## config.mk

```make
export PLATFORM = sky130hd
export DESIGN_NAME = display_scan_ctrl
export DESIGN_NICKNAME = d
export VERILOG_FILES = /design/src/rtl/display_scan_ctrl.sv
export SDC_FILE = /design/constraint.sdc
export NUM_CORES = 1
export LEC_CHECK = 0
export ABC_AREA = 1
export CORE_MARGIN = 1
export CORE_UTILIZATION = 60
export CTS_CLUSTER_DIAMETER = 30
export CTS_CLUSTER_SIZE = 8
export DETAILED_ROUTE_END_ITERATION = 8
export GPL_ROUTABILITY_DRIVEN = 0
export PLACE_DENSITY = 0.84
export REMOVE_ABC_BUFFERS = 1
export SYNTH_ARGS = -nofsm -noshare
export SYNTH_HDL_FRONTEND = slang
export SYNTH_SLANG_ARGS = --single-unit
```

## constraint.sdc

```tcl
create_clock -name clk -period 6 [get_ports clk]
set_clock_uncertainty 0.1 [all_clocks]
set_input_delay 1.2 -clock clk [delete_from_list [all_inputs] [get_ports clk]]
set_output_delay 1.2 -clock clk [all_outputs]
set_load 0.03 [all_outputs]
```

## src/rtl/display_scan_ctrl.sv

```systemverilog
// -----------------------------------------------------------------------------
// display_scan_ctrl
//   Scan controller feeding an 8-digit 3-to-8 active-low digit decoder.
//
//   The controller steps a 3-bit digit index at a prescaled refresh rate and
//   presents the matching nibble of a frame-buffered 32-bit display word. It
//   skips disabled digits. New display data takes effect only when the frame
//   wraps, so a digit never shows a mix of old and new data.
//
// Parameters
//   PRESCALE     clk cycles per digit slot (>= 2)
//   DEAD_CYCLES  blanking cycles after each digit advance (1..PRESCALE-1),
//                used only when SCAN_BLANK_EN is defined
//
// Configuration macro
//   SCAN_BLANK_EN  when defined, blank stays high for DEAD_CYCLES cycles after
//                  every tick. sel and nibble already show the new digit
//                  during that window.
//
// Ports
//   clk         in   1   system clock, rising edge
//   rst_n       in   1   asynchronous active-low reset
//   en          in   1   scan enable; 0 freezes the scan and blanks the display
//   digit_en    in   8   per-digit enable mask, bit i = digit i
//   data        in   32  display word; nibble i belongs to digit i
//   load        in   1   strobe; captures data into the shadow register
//   sel         out  3   current digit index to the decoder
//   nibble      out  4   value for digit sel, from the active register
//   blank       out  1   1 = drive no digit / segments off
//   frame_done  out  1   1-cycle pulse on frame wrap
// -----------------------------------------------------------------------------
`default_nettype none

module display_scan_ctrl #(
  parameter int unsigned PRESCALE    = 100000,
  parameter int unsigned DEAD_CYCLES = 16
) (
  input  logic        clk,
  input  logic        rst_n,
  input  logic        en,
  input  logic [7:0]  digit_en,
  input  logic [31:0] data,
  input  logic        load,
  output logic [2:0]  sel,
  output logic [3:0]  nibble,
  output logic        blank,
  output logic        frame_done
);

  localparam int unsigned PSC_W = (PRESCALE > 1) ? $clog2(PRESCALE) : 1;
  localparam logic [PSC_W-1:0] PSC_LAST = PSC_W'(PRESCALE - 1);

  // Elaboration-time rejection of illegal configurations
  if (PRESCALE < 2 || DEAD_CYCLES < 1 || DEAD_CYCLES >= PRESCALE) begin : g_bad_param
    $error("display_scan_ctrl: PRESCALE must be >= 2 and DEAD_CYCLES in 1..PRESCALE-1");
  end

  // State registers
  logic [PSC_W-1:0] r_psc;
  logic [2:0]       r_sel;
  logic [3:0]       r_nibble;
  logic             r_blank;
  logic             r_frame_done;
  logic [31:0]      r_shadow;
  logic [31:0]      r_active;

  // Next-state / decode wires
  logic             w_tick;
  logic [PSC_W-1:0] w_psc_nxt;
  logic             w_found;
  logic [2:0]       w_next_idx;
  logic             w_adv;
  logic             w_wrap;
  logic             w_frame;
  logic [2:0]       w_sel_nxt;
  logic [31:0]      w_active_nxt;
  logic             w_dead_active;
  logic             w_blank_nxt;

  // Prescaler next value and tick
  always_comb begin
    w_tick    = en && (r_psc == PSC_LAST);
    w_psc_nxt = r_psc;
    if (en) begin
      w_psc_nxt = w_tick ? '0 : r_psc + PSC_W'(1);
    end
  end

  // Circular search for the lowest enabled index above r_sel. Offset 8
  // aliases to r_sel itself, so a lone enabled digit finds itself as a wrap.
  always_comb begin
    w_found    = 1'b0;
    w_next_idx = r_sel;
    for (int k = 1; k <= 8; k++) begin
      if (!w_found && digit_en[3'(r_sel + 3'(k))]) begin
        w_found    = 1'b1;
        w_next_idx = 3'(r_sel + 3'(k));
      end
    end
  end

  // Advance, wrap detection and frame data selection
  always_comb begin
    w_adv        = w_tick && (digit_en != 8'h00);
    w_wrap       = (w_next_idx <= r_sel);
    w_frame      = w_adv && w_wrap;
    w_sel_nxt    = w_adv ? w_next_idx : r_sel;
    // A load on the wrap cycle bypasses the shadow register
    w_active_nxt = r_active;
    if (w_frame) begin
      w_active_nxt = load ? data : r_shadow;
    end
  end

`ifdef SCAN_BLANK_EN
  localparam int unsigned DEAD_W = $clog2(DEAD_CYCLES + 1);

  logic [DEAD_W-1:0] r_dead;
  logic [DEAD_W-1:0] w_dead_nxt;

  // Dead-window countdown, restarted by every tick
  always_comb begin
    w_dead_nxt = r_dead;
    if (w_tick) begin
      w_dead_nxt = DEAD_W'(DEAD_CYCLES);
    end else if (r_dead != '0) begin
      w_dead_nxt = r_dead - DEAD_W'(1);
    end
  end

  always_ff @(posedge clk or negedge rst_n) begin
    if (!rst_n) begin
      r_dead <= '0;
    end else begin
      r_dead <= w_dead_nxt;
    end
  end

  assign w_dead_active = (w_dead_nxt != '0);
`else
  assign w_dead_active = 1'b0;
`endif

  // Blank is evaluated against the index that will be shown after this edge
  assign w_blank_nxt = !(en && digit_en[w_sel_nxt] && !w_dead_active);

  // Main state update
  always_ff @(posedge clk or negedge rst_n) begin
    if (!rst_n) begin
      r_psc        <= '0;
      r_sel        <= 3'd0;
      r_nibble     <= 4'd0;
      r_blank      <= 1'b1;
      r_frame_done <= 1'b0;
      r_shadow     <= 32'd0;
      r_active     <= 32'd0;
    end else begin
      r_psc        <= w_psc_nxt;
      r_sel        <= w_sel_nxt;
      r_active     <= w_active_nxt;
      r_nibble     <= w_active_nxt[{w_sel_nxt, 2'b00} +: 4];
      r_blank      <= w_blank_nxt;
      r_frame_done <= w_frame;
      if (load) begin
        r_shadow <= data;
      end
    end
  end

  assign sel        = r_sel;
  assign nibble     = r_nibble;
  assign blank      = r_blank;
  assign frame_done = r_frame_done;

endmodule

`default_nettype wire

```

==> metrics.md <==
| Metric | Value |
|---|---|
| Status | `complete, no violations` |
| Antenna cells | `0` |
| Multi-input gate area | `2300 um^2` |
| Worst Hold Class | `reg -> reg` |
| Ys flop type | `dfrtp_1` |
| Inserted Clock Buffers | `9` |
| Area leader, netlist | `dfrtp_1` |
| Clock transition at path regs | `0.09 ns` |
| Final Hold Vio Count | `0` |
| Synth top area share | `45.5%` |
| Port Buf Inserts | `52` |
| Detail Route Antenna Nets | `0` |
| CTS resizes | `0` |
| Design area | `5610 um^2` |
| Routed met3 length | `547 um` |
| Width of the die | `92.4 um` |
| Startpoint types | `input pin` |
| Synth cell types | `38` |
| Setup tns final | `0 ns` |
| CP Max Fanout | `33` |
| Pin count of the biggest net entering global routing | `91` |
| Placed inst area | `5400 um^2` |
| Ys async rst share | `100%` |
| Worst-Skew Late Latency | `0.36 ns` |
| Root Buffer | `clkbuf_8` |
| RSZ-0062 raised after global routing | `no` |
| Sinks on Clock Net | `90` |
| Num rows | `32` |
| Initial antenna violation count | `0` |
| DRC Markers | `0` |
| # hold bufs at CTS | `0` |
| Layout Area Growth over Synthesis | `14.5%` |
| Sequential cell area fraction in the yosys report | `46.0%` |
| Met2 wire length | `5590 um` |
| Max Used Layer | `met4` |
| Slew Viols, Final | `0` |
| Nets | `748` |
| Via density | `5.49` |
| Final Critical Period | `4.77 ns` |
| Worst-Margin Slew | `1.08 ns` |
| Routed via count | `4417` |
| Avg Inst Size Synth | `7.45 um^2` |
| Worst relative slew slack | `27.7%` |
| Total Die Area | `8530 um^2` |
| Chip height | `92.4 um` |
| Power per cell area | `235 nW/um^2` |
| 1st-pass router iterations | `5` |
| Max Clock Freq | `0.210 GHz` |
| Layout cells sized above 1 | `9.10%` |
| Filler cells | `605` |
| WP data arrival | `4.92 ns` |
| P_leak | `2.97 nW` |
| Initial Util | `62.8%` |
| Max Cap Violations | `0` |
| First-pass GRT wire length | `18900 um` |
| Top cells by area, synth | `dfrtp_1 45%, nand2_1 24%, nand3_1 7.8%, inv_1 2.7%, nand3_2 2.2%` |
| CTS tree | `yes` |
| All-Layer GR Usage | `27.8%` |
| FF+latch area | `2250 um^2` |
| Crit Path Class | `in -> reg` |
| H-tree lvl count | `3` |
| Synth cell count leaders | `317 x nand2_1, 89 x dfrtp_1, 76 x nand3_1` |
| Flops & latches, synth | `90` |
| Initial DRC Count | `258` |
| Crit path required time | `6.14 ns` |
| Met1 wire length | `4480 um` |
| # IOs | `53` |
| Gr ovfl total | `0` |
| Number of global-route vias before repair | `4332` |
| Total wire length | `10900 um` |
| Syn. warnings | `0` |
| Routed wire length per instance | `13.5 um` |
| EDFF count, synth | `0` |
| Postcts setup bufs | `0` |
| Cells after synthesis | `658` |
| Final setup fails | `0` |
| Most common cell in the netlist | `nand2_1` |
| Synthesized area | `4900 um^2` |
| HPWL Detailed | `7710 um` |
| CP endpoint kind | `register` |
| Clk buf depth | `2` |
| Period utilization | `79.5%` |
| Core Box Area | `7810 um^2` |
| Peak VDD IR | `0.000184 V` |
[layout by cell type, fill, tap and decap left out, drive strengths merged, types with 2 or more instances in the layout]
master / instances
a31oi: 2
o21a: 2
inv: 46
ha: 6
a21oi: 12
clkdlybuf4s50: 51
nand4: 5
nor2: 17
clkbuf: 10
nand3b: 3
xor2: 3
clkinv: 4
nor3: 9
nor3b: 2
nand3: 88
o21ai: 9
nor4: 5
dfrtp: 89
buf: 3
nand2: 332
[registers in the layout, summed over array words and instances, names as in the netlist]
register and flops:
nibble 4, sel 3, blank 1, frame_done 1
r_shadow 32, r_psc 17, r_active 32
[through the flow]
stage	total power, mW	instances	setup slack, ns	hold slack, ns	util, %
finish	1.32	805	1.23	0.377	71.9
global route	1.38	805	0.861	0.405	71.9
CTS	1.33	805	1.27	0.380	71.9
detailed placement	0.903	789	0.938	0.358	69.2
global placement	0.890	789	0.992	0.352	69.2
floorplan	0.822	633	1.80	0.338	-
[logic make-up after synthesis]
kind of cell / synth area share (%)
adders and majority gates: 1.53
AOI/OAI and AO/OA: 2.71
buffers and inverters: 6.97
DFF: 46.0
and+or+nand+nor: 42.1
xor gates and xnor gates: 0.715
[worst max-delay path, stage by stage]
cell	delay [ns]
clkdlybuf4s50_1	0.50
nand2_1	0.15
nand3_2	0.10
nand3_2	0.13
nand2_2	0.09
nor2_4	0.15
nand4_1	0.18
nor2_1	0.14
nor2_1	0.05
nand2_1	0.07
nand2_1	0.05
nand2_1	0.07
nand2_1	0.05
ha_1	0.29
nand2_1	0.05
o21ai_0	0.13
nand2_1	0.10
nand2_4	0.28
clkinv_2	0.45
nand2_1	0.18
nand2_1	0.09
nand3_1	0.10
nand3_1	0.13
nand3_1	0.10
nand2_1	0.05
[power breakdown]
part           leakage, nW  switching [mW]  total [mW]  internal (mW)
clock                0.103           0.220       0.429          0.208
sequential            1.14          0.0379       0.697          0.659
combinational         1.73           0.116       0.193         0.0775
total                 2.97           0.374        1.32          0.945
[final timing paths]
kind	slack, ns	startpoint	depth (start not counted)	endpoint
max in group asynchronous	4.17	rst_n	1	r_psc[0]
worst min register to register	0.38	r_shadow[25]	2	r_shadow[25]
worst max register to register	1.33	sel[1]	26	nibble[1]
worst max-delay path	1.23	digit_en[4]	25	nibble[1]
min in group asynchronous	0.92	rst_n	1	r_shadow[29]
worst min-delay path	0.38	r_shadow[25]	2	r_shadow[25]
[area by class of cell]
type	count	area share, %
clock inverters	6	1.29
multi-input cells	497	41.1
well taps	102	2.27
inverters	46	3.23
repair buffers	54	9.50
flip-flops and latches	90	40.2
clock buffers	10	2.45
[metal layers]
| metal | up-vias | global-route usage, % |
|---|---|---|
| li1 | 2164 | - |
| met1 | 2083 | 33.0 |
| met2 | 140 | 49.4 |
| met3 | 30 | 4.19 |
| met4 | 0 | 12.6 |
| met5 | - | 0 |
No activity file was read; power rests on OpenSTA's default activity.
